$ cat src/rtl/counter_arbiter_defs.sv
// rtl/counter_arbiter_defs.sv - shared state encodings, widths and burst-length decode for counter_arbiter
package counter_arbiter_defs;

   localparam int LEN_W   = 4;
   localparam int BURST_W = 5;

   typedef enum logic [1:0] {
      ST_IDLE = 2'd0,
      ST_RUN  = 2'd1,
      ST_DONE = 2'd2
   } state_t;

   // A zero length field encodes a full 16-cycle burst.
   function automatic logic [BURST_W-1:0] len_to_burst(input logic [LEN_W-1:0] len);
      return (len == '0) ? BURST_W'(16) : {1'b0, len};
   endfunction

endpackage

$ cat src/rtl/counter_arbiter_rr_pick2.sv
// rtl/counter_arbiter_rr_pick2.sv - two-way round-robin pick, purely combinational
module rr_pick2 (
   input  logic req0,
   input  logic req1,
   input  logic last_grant,
   output logic grant_valid,
   output logic grant_idx
);

   // A lone requester always wins; a tie goes to the index not granted last.
   always_comb begin
      grant_valid = req0 | req1;
      grant_idx   = 1'b0;
      if (req0 && req1) begin
         grant_idx = ~last_grant;
      end else if (req1) begin
         grant_idx = 1'b1;
      end
   end

endmodule

$ cat src/rtl/counter_arbiter.sv
// rtl/counter_arbiter.sv - burst arbiter driving a dual counter's Slt/En; COUNTER_ARBITER_STATS_EN adds grant counters
module counter_arbiter
   import counter_arbiter_defs::*;
(
   input  logic             Clk,
   input  logic             Reset,
   input  logic             Req0,
   input  logic [LEN_W-1:0] Len0,
   input  logic             Req1,
   input  logic [LEN_W-1:0] Len1,
   output logic             Slt,
   output logic             En,
   output logic             Ack0,
   output logic             Ack1,
   output logic             Busy
`ifdef COUNTER_ARBITER_STATS_EN
   ,
   output logic [15:0]      Grants0,
   output logic [15:0]      Grants1
`endif
);

   state_t             state_q, state_d;
   logic               slt_q, slt_d;
   logic               en_q, en_d;
   logic               ack0_q, ack0_d;
   logic               ack1_q, ack1_d;
   logic               busy_q, busy_d;
   logic               last_q, last_d;
   logic [BURST_W-1:0] cnt_q, cnt_d;

   logic               grant_valid;
   logic               grant_idx;

   rr_pick2 u_pick (
      .req0        (Req0),
      .req1        (Req1),
      .last_grant  (last_q),
      .grant_valid (grant_valid),
      .grant_idx   (grant_idx)
   );

   // Next-state and next-output decode; requests are only looked at in IDLE.
   always_comb begin
      state_d = state_q;
      slt_d   = slt_q;
      last_d  = last_q;
      cnt_d   = cnt_q;
      en_d    = 1'b0;
      ack0_d  = 1'b0;
      ack1_d  = 1'b0;
      case (state_q)
         ST_IDLE: begin
            if (grant_valid) begin
               state_d = ST_RUN;
               slt_d   = grant_idx;
               last_d  = grant_idx;
               cnt_d   = len_to_burst(grant_idx ? Len1 : Len0);
               en_d    = 1'b1;
            end
         end
         ST_RUN: begin
            // cnt_q counts the En cycles still owed including the current one.
            if (cnt_q <= BURST_W'(1)) begin
               state_d = ST_DONE;
               cnt_d   = '0;
               ack0_d  = ~slt_q;
               ack1_d  = slt_q;
            end else begin
               cnt_d = cnt_q - BURST_W'(1);
               en_d  = 1'b1;
            end
         end
         ST_DONE: begin
            state_d = ST_IDLE;
         end
         default: begin
            state_d = ST_IDLE;
         end
      endcase
      busy_d = (state_d != ST_IDLE);
   end

   // Arbiter state and registered outputs; reset abandons any burst without an Ack.
   always_ff @(posedge Clk or posedge Reset) begin
      if (Reset) begin
         state_q <= ST_IDLE;
         slt_q   <= 1'b0;
         en_q    <= 1'b0;
         ack0_q  <= 1'b0;
         ack1_q  <= 1'b0;
         busy_q  <= 1'b0;
         last_q  <= 1'b1;
         cnt_q   <= '0;
      end else begin
         state_q <= state_d;
         slt_q   <= slt_d;
         en_q    <= en_d;
         ack0_q  <= ack0_d;
         ack1_q  <= ack1_d;
         busy_q  <= busy_d;
         last_q  <= last_d;
         cnt_q   <= cnt_d;
      end
   end

   assign Slt  = slt_q;
   assign En   = en_q;
   assign Ack0 = ack0_q;
   assign Ack1 = ack1_q;
   assign Busy = busy_q;

`ifdef COUNTER_ARBITER_STATS_EN
   logic [15:0] grants0_q, grants0_d;
   logic [15:0] grants1_q, grants1_d;
   logic        grant_start;

   assign grant_start = (state_q == ST_IDLE) && grant_valid;

   // Per-requester grant tallies, bumped on entry to RUN and free-running modulo 2^16.
   always_comb begin
      grants0_d = grants0_q;
      grants1_d = grants1_q;
      if (grant_start && !grant_idx) grants0_d = grants0_q + 16'd1;
      if (grant_start &&  grant_idx) grants1_d = grants1_q + 16'd1;
   end

   // Grant tally registers.
   always_ff @(posedge Clk or posedge Reset) begin
      if (Reset) begin
         grants0_q <= '0;
         grants1_q <= '0;
      end else begin
         grants0_q <= grants0_d;
         grants1_q <= grants1_d;
      end
   end

   assign Grants0 = grants0_q;
   assign Grants1 = grants1_q;
`endif

endmodule

$ cat config.mk
export PLATFORM = sky130hd
export DESIGN_NAME = counter_arbiter
export DESIGN_NICKNAME = d
export VERILOG_FILES = /design/src/rtl/counter_arbiter_defs.sv /design/src/rtl/counter_arbiter_rr_pick2.sv /design/src/rtl/counter_arbiter.sv
export SDC_FILE = /design/constraint.sdc
export NUM_CORES = 1
export LEC_CHECK = 0
export ABC_AREA = 1
export CORE_MARGIN = 2
export CORE_UTILIZATION = 40
export DETAILED_ROUTE_END_ITERATION = 7
export PLACE_DENSITY_LB_ADDON = 0.2
export SLEW_MARGIN = 10
export SYNTH_ARGS = -nofsm -noshare
export SYNTH_HDL_FRONTEND = slang
export SYNTH_SLANG_ARGS = --single-unit
$ cat constraint.sdc
create_clock -name Clk -period 1.5 [get_ports Clk]
set_clock_uncertainty 0.1 [all_clocks]
set_input_delay 0.45 -clock Clk [delete_from_list [all_inputs] [get_ports Clk]]
set_output_delay 0.45 -clock Clk [all_outputs]
set_load 0.005 [all_outputs]
==> metrics.cfg <==
[outcome]
run_status=finished, final reports clean

[synthesis]
synth-seq-cells=13
synth.net_count=114
portion_of_synthesized_cell_area_occupied_by_the_leading_cell_type=0.407
ys_top_cells_by_area=dfrtp_1 41%, nand2_1 12%, nor2_1 10%
synth_area_leader_cell=dfrtp_1
netlist-cell-type-count=17
synthesis.area_um2=738
yosysWarningCount=0
sequential_share_of_the_synthesized_area=0.442
syn_avg_cell_area_um2=7.38
synthCells=100

[detailed_routing]
vias=644
vias_per_cell=4.32
final_antenna_net_count=0
detailedRoute.firstPassIterationCount=4
route.detailed.wl_per_inst_um=9.15
postRouteWirelength_mm=1.36
drt_first_iter_violations=7
route.detailed.drc=0

[worst_setup_path]
r2r_start=cnt_q[3]
crit_start=cnt_q[3]
criticalPathCategory=reg2reg
cp_launch_type=flip-flop
timing.rr.end=cnt_q[2]
critPathMaxStageDelay_ns=0.43
reg2reg_setup_slack_ns=0.05
crit_chain=nor3_1 > nand2_2 > nand2_2 > nor2_1 > o21ai_0 > nand2_1
cp.arrival_ns=1.51
timing.reg2reg.worst_path_depth=6
cpMaxStageDelayCell=dfrtp_1
worstPathRequired_ns=1.56
critical-path-top-cell-by-count=nand2_2
setup.worst_path.end_class=flip-flop
highest_net_fanout_along_the_worst_path=5

[cells_and_area]
stdcell_count=149
layout.cell_area.non_filler_um2=988
final_nets=139
post_route_cells_drive_above_1_share=0.169
areaGrowthSynthToFinish_pct=33.9
num_antenna_cells=0

[sta]
worst_pin_slew_ns=0.264
setup_ws_ns=0.0503
layout_worst_path_cycle_share=0.966
timing.fmax_mhz=690
timing.max_slew.rel_slack=0.824
fin_crit_ns=1.45
timing.final.hold_violations=0
final_max_slew_viol_count=0
setup-violations-final=0
final.setup.tns_ns=0

[die]
row_count=15
die_area_mm2=0.00221
initial_utilization=0.428
placeableCoreArea_mm2=0.00173
floorplan.die.width_um=47.0
die_h_um=47.0
boundary_pins=17

[global_routing]
grt_usage=0.142
grt_first_pass_wirelength_mm=2.19
grt_overflow=0
first_global_vias=567
grt_antenna_before_repair=0
grt_start_max_net_pins=14

[placed_design]
detailed_place.area_um2=948
io_buffers=16
hpwl_mm=1.07
place.gp.congestion=0.834
setup_slack_at_placement_ns=-0.318
placed_cells_incl_taps=144

[clock_tree]
cts_max_path_buffers=2
tritoncts_num_sinks=13
tritoncts=done
clk_pin_slew_ns=0.08
cts-root-buf=clkbuf_4
cts-hold-fix-buffers=0
number_of_buffers_inserted_during_clock_tree_synthesis=3
worst_skew_pair.late_latency_ns=0.27
htree_num_levels=1

[power_and_ir_drop]
irDropWorstVdd_mv=0.807
powerDensity_mw_per_mm2=1870
cellLeakagePower_nw=0.530

[hold_path]
min-delay-path-class=in2async

[job]
maxCapViolations=0

[timing repair]
| action | 4_1_cts | 5_1_grt |
|---|---|---|
| setup endpoints to repair | 7 | 3 |
| resized for setup | 7 | 5 |
| buffers inserted | 0 | 1 |
| pin swaps | 0 | 2 |
[through the flow]
step,util,hold WS [ns],power [mW]
floorplan,-,0.226,1.32
global placement,0.549,0.361,1.60
detailed placement,0.549,0.368,1.62
CTS,0.563,0.361,1.81
global route,0.572,0.400,2.02
finish,0.572,0.363,1.85
[cells by family after synthesis]
family	after synthesis	share of synthesized area
XOR/XNOR	1	0.0119
flip-flops	13	0.442
AND/OR/NAND/NOR	60	0.351
adder cells (fa/ha/maj)	2	0.0339
buffers and inverters	17	0.0966
AO/OA/AOI/OAI	7	0.0644
[layer usage]
layer	up-vias	routed length (µm)	global-route usage
met4	0	19	0.100
li1	352	-	-
met1	271	660	0.193
met3	2	44	0.0115
met5	-	0	0
met2	19	640	0.214
[cell type report]
type                            count  area [µm²]
Fill cell                         162         738
Multi-Input combinational cell     70         350
Sequential cell                    13         327
Timing Repair Buffer               21         194
Inverter                           16        60.1
Tap cell                           25        31.3
Clock buffer                        4        26.3
[critical path: cells and delay by family, from the launching register on]
| kind | cells | cell delay (ns) |
|---|---|---|
| DFF | 1 | 0.43 |
| AOI/OAI and AO/OA | 1 | 0.16 |
| and+or+nand+nor | 5 | 0.65 |
[Yosys cell counts]
| master | n |
|---|---|
| a31oi_1 | 1 |
| buf_6 | 1 |
| dfrtp_1 | 12 |
| dfstp_2 | 1 |
| ha_1 | 2 |
| inv_1 | 15 |
| inv_2 | 1 |
| nand2_1 | 24 |
| nand2_2 | 4 |
| nand3_1 | 9 |
| nand3b_1 | 1 |
| nor2_1 | 20 |
| nor2_4 | 1 |
| nor3_1 | 1 |
| o21ai_0 | 3 |
| o21ai_2 | 3 |
| xor2_1 | 1 |
[how the worst max path moves through the flow]
stage | to | depth (start not counted) | slack (ns)
after global placement | cnt_q[2] | 8 | -0.30
after CTS | cnt_q[2] | 8 | 0.01
after floorplan | cnt_q[2] | 9 | 0.20
final | cnt_q[2] | 6 | 0.05
after global routing | cnt_q[2] | 9 | -0.01
after detailed placement | cnt_q[4] | 7 | -0.32
[layout by cell type (no fill, tap or decap)]
cell	Yosys	final
o21ai_2	3	3
clkbuf_1	0	1
nor2_1	20	20
clkdlybuf4s15_1	0	1
inv_1	15	14
nand3b_1	1	1
nand3_1	9	9
nand2_1	24	23
dfrtp_1	12	12
nor2_4	1	1
dfstp_2	1	1
a31oi_1	1	1
ha_1	2	1
nand2_4	0	1
nand2_2	4	4
clkbuf_4	0	3
dlygate4sd2_1	0	5
inv_2	1	2
ha_2	0	1
dlymetal6s2s_1	0	1
nor3_1	1	1
clkdlybuf4s50_1	0	9
buf_4	0	5
xor2_1	1	1
o21ai_0	3	3
[report_power, final]
part           switching (mW)  internal, mW  total, mW  leakage, nW
clock                   0.109         0.103      0.212       0.0150
combinational           0.575         0.435       1.01        0.360
sequential              0.106         0.518      0.623        0.155
[state kept, by name, summed over array words and instances, names as in the netlist]
name / flops
Ack0: 1
Ack1: 1
Busy: 1
En: 1
Slt: 1
cnt_q: 5
last_q: 1
state_q: 2
Note: power is estimated with default switching activity, not from simulation.
